--- src/rtl/unidad_control_multiciclo.sv ---
// Multi-cycle control unit for the CISC datapath: sequences fetch, decode
// and execute, runs a MemAck handshake with a bounded wait, and raises
// traps (illegal opcode / memory timeout) and a HALT state with resume.
module unidad_control_multiciclo #(
    parameter int IW       = 16,
    parameter int RAW      = 3,
    parameter int MAX_WAIT = 15
) (
    input  logic           Reloj,
    input  logic           Reiniciar,
    input  logic [IW-1:0]  Instruccion,
    input  logic           StatusFlag,
    input  logic           MemAck,
    input  logic           Continuar,
    output logic           MemRead,
    output logic           MemWrite,
    output logic           LoadIR,
    output logic           LoadAR,
    output logic           SelectAR,
    output logic           LoadDR,
    output logic           SelectDR,
    output logic           LoadPC,
    output logic [1:0]     SelectPC,
    output logic           WriteEnable,
    output logic           WriteSelect,
    output logic [RAW-1:0] WriteAddress,
    output logic [RAW-1:0] ReadAddressA,
    output logic [RAW-1:0] ReadAddressB,
    output logic [3:0]     Fun,
    output logic           LoadS,
    output logic           Halted,
    output logic           Trap,
    output logic [1:0]     Causa,
    output logic [3:0]     Estado
);

    // The instruction word must hold the opcode plus three register fields.
    if (IW < 4 + 3 * RAW) begin : gBadWidth
        $error("unidad_control_multiciclo: IW must be at least 4+3*RAW");
    end

    localparam int WW = (MAX_WAIT > 0) ? $clog2(MAX_WAIT + 1) : 1;
    localparam logic [WW-1:0] LAST_WAIT = WW'((MAX_WAIT > 0) ? MAX_WAIT - 1 : 0);

    typedef enum logic [3:0] {
        FETCH      = 4'd0,
        FETCH_WAIT = 4'd1,
        DECODE     = 4'd2,
        EXEC_ALU   = 4'd3,
        MEM_ADDR   = 4'd4,
        RD_WAIT    = 4'd5,
        WB         = 4'd6,
        ST_DATA    = 4'd7,
        WR_WAIT    = 4'd8,
        JUMP       = 4'd9,
        BRANCH     = 4'd10,
        HALT       = 4'd11,
        TRAP       = 4'd12
    } state_t;

    state_t        state_q, state_d;
    logic [WW-1:0] waitCount_q, waitCount_d;
    logic [1:0]    causa_q, causa_d;

    logic [3:0]     op;
    logic [RAW-1:0] rd, ra, rb;
    logic           timeout;
    logic           unusedBits;

    assign op         = Instruccion[IW-1 -: 4];
    assign rd         = Instruccion[3*RAW-1 -: RAW];
    assign ra         = Instruccion[2*RAW-1 -: RAW];
    assign rb         = Instruccion[RAW-1:0];
    assign unusedBits = ^Instruccion;

    // Last allowed wait cycle with no acknowledge; a late MemAck still wins.
    assign timeout = (MAX_WAIT != 0) && !MemAck && (waitCount_q == LAST_WAIT);

    // Next-state, wait-counter and trap-cause selection.
    always_comb begin
        state_d     = state_q;
        causa_d     = causa_q;
        waitCount_d = '0;
        case (state_q)
            FETCH:      state_d = FETCH_WAIT;
            FETCH_WAIT: begin
                if (MemAck) begin
                    state_d = DECODE;
                end else if (timeout) begin
                    state_d = TRAP;
                    causa_d = 2'b10;
                end else begin
                    waitCount_d = waitCount_q + WW'(1);
                end
            end
            DECODE: begin
                casez (op)
                    4'b0???: state_d = EXEC_ALU;
                    4'b1000: state_d = MEM_ADDR;
                    4'b1001: state_d = MEM_ADDR;
                    4'b1010: state_d = JUMP;
                    4'b1011: state_d = BRANCH;
                    4'b1111: state_d = HALT;
                    default: begin
                        state_d = TRAP;
                        causa_d = 2'b01;
                    end
                endcase
            end
            EXEC_ALU:   state_d = FETCH;
            MEM_ADDR:   state_d = op[0] ? ST_DATA : RD_WAIT;
            RD_WAIT: begin
                if (MemAck) begin
                    state_d = WB;
                end else if (timeout) begin
                    state_d = TRAP;
                    causa_d = 2'b10;
                end else begin
                    waitCount_d = waitCount_q + WW'(1);
                end
            end
            WB:         state_d = FETCH;
            ST_DATA:    state_d = WR_WAIT;
            WR_WAIT: begin
                if (MemAck) begin
                    state_d = FETCH;
                end else if (timeout) begin
                    state_d = TRAP;
                    causa_d = 2'b10;
                end else begin
                    waitCount_d = waitCount_q + WW'(1);
                end
            end
            JUMP:       state_d = FETCH;
            BRANCH:     state_d = FETCH;
            HALT:       state_d = Continuar ? FETCH : HALT;
            TRAP:       state_d = FETCH;
            default:    state_d = FETCH;
        endcase
    end

    // State, wait counter and cause registers with synchronous reset.
    always_ff @(posedge Reloj) begin
        if (Reiniciar) begin
            state_q     <= FETCH;
            waitCount_q <= '0;
            causa_q     <= 2'b00;
        end else begin
            state_q     <= state_d;
            waitCount_q <= waitCount_d;
            causa_q     <= causa_d;
        end
    end

    // Output decode of the current state; everything is forced low in reset.
    always_comb begin
        MemRead      = 1'b0;
        MemWrite     = 1'b0;
        LoadIR       = 1'b0;
        LoadAR       = 1'b0;
        SelectAR     = 1'b0;
        LoadDR       = 1'b0;
        SelectDR     = 1'b0;
        LoadPC       = 1'b0;
        SelectPC     = 2'b00;
        WriteEnable  = 1'b0;
        WriteSelect  = 1'b0;
        WriteAddress = '0;
        ReadAddressA = '0;
        ReadAddressB = '0;
        Fun          = 4'b0000;
        LoadS        = 1'b0;
        Halted       = 1'b0;
        Trap         = 1'b0;
        Causa        = causa_q;
        Estado       = state_q;
        case (state_q)
            FETCH:      LoadAR = 1'b1;
            FETCH_WAIT: begin
                MemRead = 1'b1;
                LoadIR  = MemAck;
                LoadPC  = MemAck;
            end
            EXEC_ALU: begin
                ReadAddressA = ra;
                ReadAddressB = rb;
                Fun          = {1'b0, op[2:0]};
                WriteEnable  = 1'b1;
                WriteAddress = rd;
                LoadS        = 1'b1;
            end
            MEM_ADDR: begin
                ReadAddressA = ra;
                SelectAR     = 1'b1;
                LoadAR       = 1'b1;
            end
            RD_WAIT: begin
                MemRead = 1'b1;
                LoadDR  = MemAck;
            end
            WB: begin
                WriteSelect  = 1'b1;
                WriteEnable  = 1'b1;
                WriteAddress = rd;
            end
            ST_DATA: begin
                ReadAddressB = rb;
                SelectDR     = 1'b1;
                LoadDR       = 1'b1;
            end
            WR_WAIT:    MemWrite = 1'b1;
            JUMP: begin
                ReadAddressA = ra;
                LoadPC       = 1'b1;
                SelectPC     = 2'b10;
            end
            BRANCH: begin
                LoadPC   = StatusFlag;
                SelectPC = StatusFlag ? 2'b01 : 2'b00;
            end
            HALT:       Halted = 1'b1;
            TRAP: begin
                Trap     = 1'b1;
                LoadPC   = 1'b1;
                SelectPC = 2'b11;
            end
            default: ;
        endcase
        if (Reiniciar) begin
            MemRead      = 1'b0;
            MemWrite     = 1'b0;
            LoadIR       = 1'b0;
            LoadAR       = 1'b0;
            SelectAR     = 1'b0;
            LoadDR       = 1'b0;
            SelectDR     = 1'b0;
            LoadPC       = 1'b0;
            SelectPC     = 2'b00;
            WriteEnable  = 1'b0;
            WriteSelect  = 1'b0;
            WriteAddress = '0;
            ReadAddressA = '0;
            ReadAddressB = '0;
            Fun          = 4'b0000;
            LoadS        = 1'b0;
            Halted       = 1'b0;
            Trap         = 1'b0;
            Causa        = 2'b00;
            Estado       = 4'd0;
        end
    end

endmodule

--- config.mk ---
export PLATFORM = sky130hd
export DESIGN_NAME = unidad_control_multiciclo
export DESIGN_NICKNAME = d
export VERILOG_FILES = /design/src/rtl/unidad_control_multiciclo.sv
export SDC_FILE = /design/constraint.sdc
export NUM_CORES = 1
export LEC_CHECK = 0
export CORE_AREA = 2 2 52 54
export CTS_CLUSTER_DIAMETER = 80
export DETAILED_ROUTE_END_ITERATION = 10
export DIE_AREA = 0 0 54 56
export PLACE_DENSITY = 0.84
export SLEW_MARGIN = 20
export SYNTH_ARGS = -nofsm -noshare
export SYNTH_HDL_FRONTEND = slang
export SYNTH_SLANG_ARGS = --single-unit
--- constraint.sdc ---
create_clock -name Reloj -period 2.3 [get_ports Reloj]
set_input_delay 0.46 -clock Reloj [delete_from_list [all_inputs] [get_ports Reloj]]
set_output_delay 0.46 -clock Reloj [all_outputs]
set_load 0.005 [all_outputs]
==> results by group <==
Status
  – Status: finished clean

Route
  – Post-DRT Antenna Nets: 0
  – Vias: 1,203
  – Vias/cell: 5.30
  – Drt pass-1 iters: 4
  – Drt drc: 0
  – Routed WL per cell: 14.5 microns
  – 1st-iter DRT viols: 4
  – Routed WL: 3.30 mm

Final layout
  – Fraction of layout cells with a size suffix above 1: 0.249
  – Post-route cell area: 1750 sq um
  – Nets: 222
  – Synth-to-layout area growth: 78.6%
  – N_diodes: 0

Setup path
  – Crit end category: output port
  – Bufs and invs on worst path: 4
  – Worst endpoint required time: 1840 ps
  – CP delay by family, top: buffers and inverters
  – CP Launch Type: input pin
  – WP data arrival: 1790 ps
  – WS Path Type: input pin to output port
  – Critical-path maximum fanout: 5
  – Max stage delay on crit path: 540 ps
  – Slowest cell on the critical path: clkdlybuf4s50_1
  – CP Cell Sequence: dlygate4sd2_1 > buf_2 > buf_4 > nor3b_2 > clkdlybuf4s50_1

Yosys
  – Compound-cell area share of the yosys netlist: 0.237
  – Synth Instances: 129
  – FFs w/ async S/R, synth: 0
  – Post-synthesis sequential area ratio: 0.205
  – Post-Syn Area: 978 sq um
  – Largest family of logic cells by synthesized area: simple AND/OR/NAND/NOR gates
  – Syn_nets: 152
  – Synth Area in XOR/XNOR: 0.0269
  – Post-Synth Adder-Cell Area: 0.0256
  – Multiplexer share of the synthesized area: 0
  – Simple-Gate Fraction of Synth Area: 0.422
  – Mapped Avg Cell Area: 7.58 sq um
  – Synth warnings: 0
  – Unique masters post-synth: 47
  – Seq cells post-synth: 10
  – Most used DFF post-synth: dfxtp_1
  – Post-synth EDFFs: 0

CTS
  – CTS buffer count: 3
  – Clock sinks: 10
  – CTS tree: built
  – Clock latency on the worst-skew pair: 260 ps
  – Clk buf depth: 2
  – Clock root cell: clkbuf_4
  – Hold buffer count at cts: 0
  – Clock transition at path regs: 60 ps
  – H-tree Lvls: 1

Floorplanning
  – Core area: 2430 sq um
  – Die X: 54 microns
  – Die ar.: 3020 sq um
  – Die height: 56 microns
  – Row cnt: 18
  – Initial Util: 0.402
  – # IOs: 55

Power
  – Power Density: 284 nW/um^2
  – Max IR drop VDD: 0.261 mV
  – Leakage: 0.862 nW

Placement
  – RePlAce Congestion: 0.844
  – I/O Buffers: 50
  – Pre-CTS setup slack: -183 ps
  – Placement-stage cell area: 1580 sq um
  – DP Wirelength: 2.38 mm

STA
  – Fin worst setup slack: 45.2 ps
  – Worst clock skew: 2.17 ps
  – RSZ-0062 raised after global routing: no
  – Fin crit period: 2250 ps
  – Crit share post-route: 0.980
  – Final Hold Fails: 0
  – Final setup fails: 0
  – Achievable Freq: 443 MHz
  – Hold_ws: 471 ps
  – Slew Limit Fails: 0

Global routing
  – Total congestion overflow: 0
  – Largest net degree at the start of global routing: 13
  – Total track usage: 0.211
  – First-pass GRT wire length: 4.89 mm
  – Initial antenna violation count: 0
  – Vias in the first global route: 1,096

Run
  – Max-Cap Viols: 0

Hold path
  – Hold/Removal Path Class: flip-flop to flip-flop
## worst register-to-register path: cells and delay by family, from the launching register on
kind | cells | cell delay [ps]
AND/OR/NAND/NOR | 2 | 420
AO/OA/AOI/OAI | 1 | 410
adder cells (fa/ha/maj) | 1 | 220
buffers and inverters | 1 | 70
flip-flops | 1 | 350
## flip-flops by register name (all words and copies together), names as in the netlist
signal,flops
state_q,4
causa_q,2
waitCount_q,4
## synth_stat cells (2+ instances only)
library cell,count,area (sq um)
and2_1,10,62.6
xor2_1,2,17.5
nor4_1,3,18.8
clkbuf_1,2,7.51
a21oi_1,7,35.0
nor2b_1,6,37.5
nand3_1,4,20.0
buf_4,2,15.0
buf_6,2,22.5
o2bb2ai_1,2,17.5
and3b_1,2,17.5
o31a_1,2,17.5
nand2_1,6,22.5
o21a_1,3,22.5
nor2_1,12,45.0
and3_1,9,56.3
a21o_1,2,15.0
inv_1,4,15.0
or2_4,2,17.5
o21ai_0,3,15.0
or2b_1,2,15.0
buf_2,3,15.0
dfxtp_1,10,200
nor3_1,5,25.0
ha_1,2,25.0
## per-stage QoR
step                 util  total power, mW  std cells  setup TNS (ps)
floorplan               -            0.279        129               0
global placement    0.651            0.360        217           -2850
detailed placement  0.651            0.365        217           -3050
CTS                 0.682            0.488        222               0
global route        0.719            0.525        227               0
finish              0.719            0.496        227               0
## placed cells by master, fill, tap and decap left out, drive strengths merged, types with 6 or more instances in the layout
cell            n
clkdlybuf4s50  38
buf            24
nor2           12
and2           10
dfxtp          10
dlymetal6s2s    9
and3            9
a21oi           8
nand2           6
nor2b           6
## final timing paths
check                             from                      end  slack [ps]  cells after the start
max                          Reiniciar              WriteSelect          50                      5
min            causa_q[0]$_SDFFE_PP0P_  causa_q[0]$_SDFFE_PP0P_         470                      2
max reg2reg  waitCount_q[0]$_SDFF_PP0_    state_q[0]$_SDFF_PP0_         710                      5
min reg2reg    causa_q[0]$_SDFFE_PP0P_  causa_q[0]$_SDFFE_PP0P_         470                      2
## area by class of cell
class                   count  area (sq um)
multi-input cells         105           754
repair buffers             74           702
fillers                   188           684
flip-flops and latches     10           213
well taps                  30          37.5
clock buffers               3          22.5
inverters                   5          18.8
## what timing repair did
item                       4_1_cts  5_1_grt
setup endpoints to repair       28       17
cloned                           1        0
setup buffers                    1        5
gates resized for setup         14       18
pin swaps                        2        6
## cell families (layout without fill, tap and decap cells)
| group | count (synthesis) | in the layout |
|---|---|---|
| AND/OR/NAND/NOR | 69 | 69 |
| AO/OA/AOI/OAI | 30 | 30 |
| buffers and inverters | 14 | 82 |
| flip-flops | 10 | 10 |
| XOR/XNOR | 3 | 3 |
| adder cells (fa/ha/maj) | 2 | 2 |
| other | 1 | 1 |
## per-layer routing
metal,global-route usage,share of wire,up-vias
met5,0,0,-
met4,0.0643,0.019,0
met3,0.0296,0.093,7
met2,0.397,0.49,63
met1,0.230,0.39,537
li1,-,-,596
## power by group
| part | total, mW | switching [mW] | internal, mW |
|---|---|---|---|
| logic | 0.187 | 0.0807 | 0.106 |
| clock network | 0.117 | 0.0565 | 0.0603 |
| registers | 0.193 | 0.0138 | 0.179 |
No activity file was read; power rests on OpenSTA's default activity.
